**config.mk**
```make
export PLATFORM = sky130hd
export DESIGN_NAME = cpu_imem_arbiter
export DESIGN_NICKNAME = d
export VERILOG_FILES = /design/src/rtl/cpu_imem_arbiter_pkg.sv /design/src/rtl/cpu_imem_arbiter.sv
export SDC_FILE = /design/constraint.sdc
export NUM_CORES = 1
export LEC_CHECK = 0
export CAP_MARGIN = 25
export CORE_AREA = 2 2 104 106
export CTS_CLUSTER_DIAMETER = 30
export DETAILED_ROUTE_END_ITERATION = 6
export DIE_AREA = 0 0 106 108
export GPL_ROUTABILITY_DRIVEN = 0
export GPL_TIMING_DRIVEN = 0
export SYNTH_ARGS = -nofsm -noshare
export SYNTH_HDL_FRONTEND = slang
export SYNTH_SLANG_ARGS = --single-unit
```
**constraint.sdc**
```tcl
create_clock -name clk_i -period 2.3 [get_ports clk_i]
set_clock_uncertainty 0.15 [all_clocks]
set_input_delay 0.46 -clock clk_i [delete_from_list [all_inputs] [get_ports clk_i]]
set_output_delay 0.46 -clock clk_i [all_outputs]
set_load 0.02 [all_outputs]
```
**src/rtl/cpu_imem_arbiter_pkg.sv**
```systemverilog
// Purpose: shared types for the instruction-memory arbiter (word type, read-owner tag).
// Latency: n/a (types and helper function only).
// Backpressure: n/a.
package cpu_imem_arbiter_pkg;

  typedef logic [31:0] word_t;

  // Which requester owns the read issued last cycle; steers the returned data.
  typedef enum logic [1:0] {
    OWN_NONE = 2'd0,
    OWN_IF   = 2'd1,
    OWN_DBG  = 2'd2
  } imem_owner_t;

  // Starvation counter width; a MAX_STARVE of 0 still needs one bit so the
  // vector is legal (it simply never leaves 0).
  function automatic int unsigned starve_cnt_width(input int unsigned max_starve);
    return (max_starve == 0) ? 1 : $clog2(max_starve + 1);
  endfunction

endpackage

```
**src/rtl/cpu_imem_arbiter.sv**
```systemverilog
// Purpose: shares one synchronous imem port between IF fetch and a debug/loader port.
// Latency: grant is combinational; read data returns exactly 1 cycle after grant.
// Backpressure: fetch loses contention via if_stall_o; debug waits on dbg_gnt_o, force-granted after MAX_STARVE denials.
//
// Ports:
//   clk_i, reset_i                 clock, async active-high reset
//   if_req_i/if_addr_i             fetch request and address
//   if_stall_o                     fetch requested but not granted this cycle
//   if_data_o/if_valid_o           fetch read response (1 cycle after grant)
//   dbg_req_i/dbg_we_i/dbg_addr_i/dbg_wdata_i   debug access, held until granted
//   dbg_gnt_o                      debug access performed this cycle
//   dbg_rdata_o/dbg_rvalid_o       debug read response (1 cycle after grant)
//   mem_addr_o/mem_we_o/mem_wdata_o/mem_rdata_i  RAM port (1-cycle read latency)
module cpu_imem_arbiter
  import cpu_imem_arbiter_pkg::*;
#(
  parameter int unsigned MAX_STARVE = 8
) (
  input  logic  clk_i,
  input  logic  reset_i,

  input  logic  if_req_i,
  input  word_t if_addr_i,
  output logic  if_stall_o,
  output word_t if_data_o,
  output logic  if_valid_o,

  input  logic  dbg_req_i,
  input  logic  dbg_we_i,
  input  word_t dbg_addr_i,
  input  word_t dbg_wdata_i,
  output logic  dbg_gnt_o,
  output word_t dbg_rdata_o,
  output logic  dbg_rvalid_o,

  output word_t mem_addr_o,
  output logic  mem_we_o,
  output word_t mem_wdata_o,
  input  word_t mem_rdata_i
);

  localparam int unsigned          CNT_W   = starve_cnt_width(MAX_STARVE);
  localparam logic [CNT_W-1:0]     CNT_MAX = CNT_W'(MAX_STARVE);

  imem_owner_t      owner_q, owner_d;
  logic [CNT_W-1:0] starve_cnt_q, starve_cnt_d;

  logic dbg_force;
  logic dbg_gnt;
  logic if_gnt;

  // Grant: fetch wins contention unless debug has been denied MAX_STARVE
  // times in a row. With MAX_STARVE == 0 the counter sits at 0 == CNT_MAX,
  // so debug always wins.
  always_comb begin
    dbg_force = (starve_cnt_q == CNT_MAX);
    dbg_gnt   = dbg_req_i & (~if_req_i | dbg_force);
    if_gnt    = if_req_i & ~dbg_gnt;
  end

  // Next-state for owner tag and starvation counter.
  always_comb begin
    owner_d      = OWN_NONE;
    starve_cnt_d = '0;

    if (if_gnt) begin
      owner_d = OWN_IF;
    end else if (dbg_gnt && !dbg_we_i) begin
      owner_d = OWN_DBG;
    end

    // A denial implies the counter is below CNT_MAX, but saturate anyway so
    // the counter can never wrap back to 0 under a pending request.
    if (dbg_req_i && !dbg_gnt) begin
      starve_cnt_d = (starve_cnt_q == CNT_MAX) ? starve_cnt_q
                                               : starve_cnt_q + CNT_W'(1);
    end
  end

  always_ff @(posedge clk_i or posedge reset_i) begin
    if (reset_i) begin
      owner_q      <= OWN_NONE;
      starve_cnt_q <= '0;
    end else begin
      owner_q      <= owner_d;
      starve_cnt_q <= starve_cnt_d;
    end
  end

  // Memory drive: only a debug grant may write; otherwise present the fetch
  // address so an idle port still looks like a harmless read.
  always_comb begin
    mem_addr_o  = dbg_gnt ? dbg_addr_i : if_addr_i;
    mem_we_o    = dbg_gnt & dbg_we_i;
    mem_wdata_o = dbg_gnt ? dbg_wdata_i : '0;
  end

  assign dbg_gnt_o    = dbg_gnt;
  assign if_stall_o   = if_req_i & ~if_gnt;

  // Both data outputs are plain passthroughs; the owner tag says whose it is.
  assign if_data_o    = mem_rdata_i;
  assign dbg_rdata_o  = mem_rdata_i;
  assign if_valid_o   = (owner_q == OWN_IF);
  assign dbg_rvalid_o = (owner_q == OWN_DBG);

endmodule

```
Word level (Yosys, flattened, before mapping)

Cells that the tools add are included.

Add/subtract/negate cells: 1
Multiply operators: 0
Divide/modulo/power cells: 0
Magnitude comparators: 0
Equal/unequal tests: 4
Shifts and indexed selects: 0
Multiplexer cells: 6
Bitwise operators: 8
Reduce and logical (&&, ||, !) cells: 4

Operator list:

| operator                                       | number |
|---|---|
| 2-to-1 mux 32 bit                              | 2 |
| 2-to-1 mux 4 bit                               | 2 |
| adder 4 x 1 -> 4 bit (second input constant)   | 1 |
| AND 1 bit                                      | 4 |
| == test 4 bit (second input constant)          | 1 |
| 2-to-1 mux 2 bit                               | 2 |
| NOT 1 bit                                      | 3 |
| == test 2 x 1 -> 1 bit (second input constant) | 1 |
| == test 2 bit (second input constant)          | 1 |
| logical AND 1 bit                              | 2 |
| zero test 1 bit                                | 2 |
| inequality test 2 bit (second input constant)  | 1 |
| OR 1 bit                                       | 1 |

Register bits after elaboration: 6
Bits in latches: 0
Bits in writable memories: 0
Bits in read-only memories: 0
Output and inout port bits: 133
Word-level logic and storage cells: 25
Memories kept: 0

Longest topological paths before layout

Gate-level depths: netlist of run 1.

Depth after elaboration: 7
Mapped depth: 7
Mapped depth without buffers: 5

Worst setup path after synthesis of run 1

Ideal clock, no wire load.

Path type: reg-to-output
Start: register starve_cnt_q[0]
End: output mem_addr_o[28]
Arrival: 1509 ps
Setup slack: 181 ps
Cell stages (with the launch flop): 7
Path buffers: 1
Path through: dfrtp_1 inv_1 ha_1 nand3b_4 a21boi_4 buf_4 mux2_2

Longest elaborated chain between the ends: 4

RTL lines:

| element                  | line                   | text |
|---|---|---|
| start: declaration       | cpu_imem_arbiter.sv:46 | `logic [CNT_W-1:0] starve_cnt_q, starve_cnt_d;` |
| start signal: assignment | cpu_imem_arbiter.sv:86 | `starve_cnt_q <= starve_cnt_d;` |
| == test 4 bit            | cpu_imem_arbiter.sv:56 | `dbg_force = (starve_cnt_q == CNT_MAX);` |
| OR 1 bit                 | cpu_imem_arbiter.sv:57 | `dbg_gnt = dbg_req_i & (~if_req_i \| dbg_force);` |
| AND 1 bit                | cpu_imem_arbiter.sv:57 |  |
| 2-to-1 mux 32 bit        | cpu_imem_arbiter.sv:93 | `mem_addr_o = dbg_gnt ? dbg_addr_i : if_addr_i;` |
| end: declaration         | cpu_imem_arbiter.sv:36 | `output word_t mem_addr_o,` |

No other way between the ends.

Final worst setup path of run 1

Start: register starve_cnt_q[0]
End: output mem_addr_o[13]

Same word-level chain as after synthesis.

==> results.md, run 1 <==
- Status: complete, but fails checks
- Violated checks: setup timing
- Initial antenna violation count: 0
- Cell variety after synth: 16
- Largest net degree at the start of global routing: 11
- Compound-cell area share of the yosys netlist: 0.01330
- Reg clk slew, reported paths: 0.03 ns
- Root buffer cell: clkbuf_8
- Hpwl dp: 5.961 mm
- Crit path launch type: flip-flop
- Final min period: 2.571 ns
- CP peak stage delay: 0.39 ns
- Post-synthesis cell count: 163
- Gr ovfl total: 0
- CP Cell Sequence: inv_2 > ha_4 > nand3b_4 > a21boi_4 > buf_6 > buf_6 > clkbuf_16 > mux2_2 > buf_6
- Inst Count DP: 532
- Mux share of post-synthesis cell area: 0.2553
- Maximum vdd drop: 0.0001291 V
- 1st-pass router iterations: 4
- Crit path kind: reg -> out
- Mapped Area: 0.001411 mm2
- Fin nets: 561
- Final setup violation count: 66
- Required @ worst endpoint: 1.69 ns
- Area Overhead vs Synth: 216.1%
- DRT Wirelength: 7.244 mm
- First-pass GRT wire length: 10.26 mm
- Die width: 106 um
- Total track usage: 0.1119
- CTS tree: yes
- Max cap viols: 0
- Fmax achieved: 388.9 MHz
- Critical path arrival: 1.96 ns
- Syn_area_per_cell: 8.659 um2
- IO Port Bufs: 233
- # hold bufs at CTS: 0
- CP Max Fanout: 5
- # fillers: 993
- Synth Area in Simple Gates: 0.2004
- RSZ-0062 raised after global routing: true
- Rows: 37
- Crit path buf inv count: 5
- Chip height: 108 um
- H-tree levels: 1
- Core area: 0.01023 mm2
- Drt first-iter violations: 24
- PwrDens: 262.5 mW/mm2
- Reg2reg setup slack: 0.54 ns
- Initial Utilization: 0.1379
- Clock Tree Buf Depth: 2
- Wire length per cell: 12.94 um
- Sinks on Clock Net: 6
- Seq/Total Area, Yosys: 0.1064
- Seq cells post-synth: 6
- Vias per cell: 3.616
- Clk_lat worst skew: 0.22 ns
- Slew @ Worst Pin: 0.2464 ns
- Vias in the first global route: 2153
- Num ports: 266
- Layout cells sized above 1: 0.5307
- Post-Synth Adder-Cell Area: 0.01773
- Top delay family on crit path: buffers and inverters
- Leakage power: 2.080 nW
- Tcrit/Tclk final: 1.118
- Hold Fails Final Rpt: 0
- Worst slew margin: 0.8352
- Antenna viol nets, final: 0
- Critical Path End Type: output pin
- Ant. Diodes: 0
- Util after Layout: 0.4361
- TNS Setup: -10.11 ns
- Cell mode on critical path: buf_6
- Routed via count: 2025
- Slowest CP cell: dfrtp_1
- Die area: 0.01145 mm2
- DRC: 0
- Main combinational cell family by area after synthesis: buffers and inverters
- XOR/XNOR Fraction of Synth Area: 0.01241
- HP Class: in -> async
- Fin worst setup slack: -0.2715 ns
- Count of final max-slew check failures: 0
- Non-Filler Instances: 560
- Syn nets: 298
- Syn. warnings: 0
- CTS Buf Count: 3
==> layout make-up <==
type / count / area, um2 / area share
inverter: 4 / 15.01 / 0.003365
multi-input combinational: 82 / 869.6 / 0.1949
clock buffer: 3 / 41.29 / 0.009254
timing repair buffer: 258 / 2643 / 0.5923
buffer: 71 / 573.1 / 0.1284
sequential: 6 / 150.1 / 0.03365
tap: 136 / 170.2 / 0.03814
==> metrics by stage <==
stage / hold WS, ns / worst slack (ns) / total power, mW / area, um2
after global routing: 0.3407 / -0.3320 / 1.226 / 4462
after detailed placement: 0.3492 / -0.7931 / 0.9049 / 3914
final: 0.2980 / -0.2715 / 1.171 / 4462
after global placement: 0.3299 / -0.7922 / 0.9015 / 3914
after CTS: 0.3033 / -0.3051 / 1.134 / 4267
after floorplan: 0.1010 / 0.1807 / 0.4706 / 1411
==> cells in the mapped netlist <==
master	instances	area, um2
buf_4	65	488.0
and2_1	34	212.7
mux2_2	32	360.4
dfrtp_1	6	150.1
buf_6	4	45.04
inv_1	4	15.01
nor2_1	4	15.01
nor2b_1	4	25.02
ha_1	2	25.02
nand3_1	2	10.01
a21boi_4	1	18.77
buf_2	1	5.000
clkbuf_1	1	3.750
nand3b_4	1	20.02
xnor2_1	1	8.760
xor2_1	1	8.760
==> repair_timing <==
item                                    in CTS  in global routing
gates cloned                                 4                  1
endpoints found under the setup margin      67                 67
buffers inserted                            17                  4
gates resized for setup                    404                 71
pin swaps                                    6                  5
hold endpoints to repair                     0                  0
==> state kept, by name, indices dropped and copies added (netlist names) <==
register      flops
owner_q           2
starve_cnt_q      4
==> worst paths after layout <==
| check | startpoint | end | depth (start not counted) |
|---|---|---|---|
| worst max-delay path | starve_cnt_q[0] | mem_addr_o[13] | 9 |
| worst min-delay path | reset_i | starve_cnt_q[2] | 2 |
| worst max register to register | starve_cnt_q[0] | owner_q[1] | 10 |
| worst min register to register | starve_cnt_q[2] | starve_cnt_q[2] | 2 |
| max in group asynchronous | reset_i | starve_cnt_q[3] | 2 |
| min in group clk_i | starve_cnt_q[2] | starve_cnt_q[2] | 2 |
==> power by group <==
part | switching [mW] | internal (mW)
sequential | 0.00195 | 0.110
clock | 0.0400 | 0.112
combinational | 0.333 | 0.575
==> layer usage <==
metal	global-route usage	vias up	wire length (um)
met2	0.2410	146	4216
met5	0	-	0
li1	-	980	-
met3	0.03376	6	821
met4	0.03195	0	89
met1	0.09724	893	2116
==> cells in the final DEF (no fill, tap or decap), drive strengths merged <==
master	Yosys	routed
clkbuf	1	5
ha	2	2
nand3	2	2
dlygate4sd2	0	2
a21boi	1	1
inv	4	4
and2	34	34
nor2	4	4
dfrtp	6	6
xor2	1	1
buf	70	161
nand3b	1	1
mux2	32	32
clkdlybuf4s50	0	164
nor2b	4	4
xnor2	1	1
==> cell families after synthesis <==
kind of cell               after synthesis
xor gates and xnor gates                 2
and+or+nand+nor                         45
buffers and inverters                   75
DFF                                      6
AOI/OAI and AO/OA                        1
adders and majority gates                2
muxes                                   32
Power figures use the tool's default switching activity.
==> run 2, diff against run 1 <==
--- a/config.mk
+++ b/config.mk
@@ -6,12 +6,13 @@
 export NUM_CORES = 1
 export LEC_CHECK = 0
 export CAP_MARGIN = 25
-export CORE_AREA = 2 2 104 106
+export CORE_AREA = 4 4 100 102
 export CTS_CLUSTER_DIAMETER = 30
 export DETAILED_ROUTE_END_ITERATION = 6
-export DIE_AREA = 0 0 106 108
+export DIE_AREA = 0 0 104 106
 export GPL_ROUTABILITY_DRIVEN = 0
 export GPL_TIMING_DRIVEN = 0
+export PLACE_DENSITY = 0.66
 export SYNTH_ARGS = -nofsm -noshare
 export SYNTH_HDL_FRONTEND = slang
 export SYNTH_SLANG_ARGS = --single-unit
==> run 2 against run 1 <==
  * The flow still finishes with violations (setup timing)
  * Routed wire length is 9.9% higher
  * Non-clock buffer count is 14 lower
  * Via count is 3.2% lower
  * Final cell count is 7.0% lower
  * Count of clock-buffer cells in the layout stayed put
  * Critical path type unchanged
  * Largest cell class unchanged
  * Highest routed layer unchanged
==> results.md, run 2 (synthesis gave the netlist of run 1 again) <==
- Status: complete, but fails checks
- Required @ worst endpoint: 1.69 ns (about the same)
- RSZ-0062 raised after global routing: true
- Ant. Diodes: 0 (unchanged)
- Num ports: 266 (unchanged)
- Tcrit/Tclk final: 1.088 (-0.03015)
- Worst slew margin: 0.8400 (+0.004785)
- Vias per cell: 3.764 (+4.1%)
- Fin nets: 547 (-2.5%)
- CP peak stage delay: 0.37 ns (-0.02 ns)
- Biggest regs: starve_cnt_q: 4 flops, owner_q: 2 flops
- Sinks on Clock Net: 6 (unchanged)
- Chip height: 106 um (-1.9%)
- DRT Wirelength: 7.963 mm (+9.9%)
- Slew @ Worst Pin: 0.2392 ns (-0.007155 ns)
- Max cap viols: 0 (unchanged)
- Critical path arrival: 1.89 ns (-0.07 ns)
- Leakage power: 2.027 nW (-2.5%)
- Largest register FFs: 4 (unchanged)
- Final min period: 2.502 ns (-0.06934 ns)
- First-pass GRT wire length: 11.22 mm (+9.3%)
- IO Port Bufs: 233 (unchanged)
- Total track usage: 0.1287 (+0.01679)
- Highest metal layer with signal wires: met4
- Hpwl dp: 6.886 mm (+16%)
- Maximum vdd drop: 0.0001147 V (-11%)
- Crit path launch type: flip-flop
- Vias in the first global route: 2156 (+0.14%)
- CTS Buf Count: 3 (unchanged)
- Routed via count: 1961 (-3.2%)
- PwrDens: 269.0 mW/mm2 (+2.5%)
- DRC: 0 (unchanged)
- Wire length per cell: 15.28 um (+18%)
- Reg with most FFs: starve_cnt_q
- H-tree levels: 1 (unchanged)
- Crit path kind: reg -> out
- Clock Tree Buf Depth: 2 (unchanged)
- WL met3: 848 um (+3.3%)
- # fillers: 868 (-13%)
- Area Overhead vs Synth: 205.9%
- Rows: 35 (-5.4%)
- TNS Setup: -8.040 ns (+2.072 ns)
- CP Max Fanout: 6 (+1)
- Fin worst setup slack: -0.2021 ns (+0.06934 ns)
- Final Total Pwr: 1.161 mW (-0.81%)
- Initial antenna violation count: 0 (unchanged)
- CTS tree: yes
- Count of final max-slew check failures: 0 (unchanged)
- Fmax achieved: 399.7 MHz (+2.8%)
- Drt first-iter violations: 19 (-21%)
- Gr ovfl total: 0 (unchanged)
- Final setup violation count: 61 (-7.6%)
- CP Cell Sequence: inv_1 > ha_2 > nand3b_4 > a21boi_4 > buf_8 > clkbuf_16 > mux2_4 > buf_6
- 1st-pass router iterations: 2 (-2)
- Violated checks: setup timing
- Reg clk slew, reported paths: 0.03 ns (about the same)
- Slowest CP cell: dfrtp_1
- Die area: 0.01102 mm2 (-3.7%)
- HP Class: in -> async
- Largest net degree at the start of global routing: 11 (unchanged)
- Most common cell after layout, fill and taps aside: clkdlybuf4s50_1
- Critical Path End Type: output pin
- Hold Fails Final Rpt: 0 (unchanged)
- Layout cells sized above 1: 0.5098 (-0.02090)
- Hold_ws: 0.3159 ns (+0.01781 ns)
- Root buffer cell: clkbuf_8
- Commonest non-fill, non-tap cells in the layout: 164 x clkdlybuf4s50_1, 78 x buf_4, 60 x buf_6
- Core area: 0.009109 mm2 (-11%)
- Die width: 104 um (-1.9%)
- Initial Utilization: 0.1549 (+0.01700)
- DR WL met2: 4.351 mm (+3.2%)
- Clk_lat worst skew: 0.22 ns (about the same)
- Wl on met1: 2.665 mm (+26%)
- Antenna viol nets, final: 0 (unchanged)
[run 2: changes by cell type in the layout (fill, tap and decap cells not counted), moves of 2 or more]
cell,change
buf_4,-9
buf_6,-9
mux2_2,-6
mux2_4,+6
buf_2,+3
buf_12,+2
buf_8,-2
inv_1,+2
inv_2,-2
[run 2: area by class of cell]
type                            instances  area [um2]  share of cell area
Buffer                                 71       576.8              0.1336
Sequential cell                         6       150.1             0.03477
Multi-Input combinational cell         82       882.1              0.2043
Clock buffer                            3       41.29            0.009562
Inverter                                4       15.01            0.003477
Tap cell                              111       138.9             0.03216
Timing Repair Buffer                  244        2514              0.5822
[run 2: repair_timing]
item | 4_1_cts | 5_1_grt
hold buffers | 0 | 0
gates resized for setup | 366 | 101
pin swaps | 11 | 3
buffers inserted | 4 | 2
hold endpoints to repair | 0 | 0
cloned | 3 | 2
setup endpoints to repair | 67 | 67
[run 2: power breakdown]
group	internal [mW]	total [mW]	switching [mW]
combinational	0.562	0.898	0.336
clock	0.112	0.152	0.0404
sequential	0.110	0.111	0.00153
[run 2: path summary, 6_finish.rpt]
path / startpoint / end / slack, ns / depth (start not counted)
max: starve_cnt_q[1] / mem_addr_o[16] / -0.20 / 8
min: reset_i / owner_q[1] / 0.32 / 2
max reg2reg: starve_cnt_q[1] / owner_q[1] / 0.73 / 7
min reg2reg: starve_cnt_q[0] / starve_cnt_q[0] / 0.38 / 2
max in group asynchronous: reset_i / starve_cnt_q[2] / 1.50 / 2
min in group clk_i: starve_cnt_q[0] / starve_cnt_q[0] / 0.38 / 2
[run 2: routing by layer]
metal	vias to the layer above	track usage
li1	945	-
met2	135	0.2526
met1	873	0.1249
met4	0	0.03704
met3	8	0.04797
met5	-	0
[run 2: worst max-delay path: cells and delay by family (launching register included)]
family	cells	cell delay, ns
DFF	1	0.37
adders and majority gates	1	0.18
muxes	1	0.30
and+or+nand+nor	1	0.10
AOI/OAI and AO/OA	1	0.19
buffers and inverters	4	0.52
[run 2: per-stage QoR]
stage,cells,worst slack (ns),area [um2],utilization
after floorplan,163,0.1807,1411,-
after global placement,507,-0.7220,3882,0.4262
after detailed placement,507,-0.7281,3882,0.4262
after CTS,517,-0.2031,3980,0.4370
after global routing,521,-0.2867,4318,0.4740
final,521,-0.2021,4318,0.4740
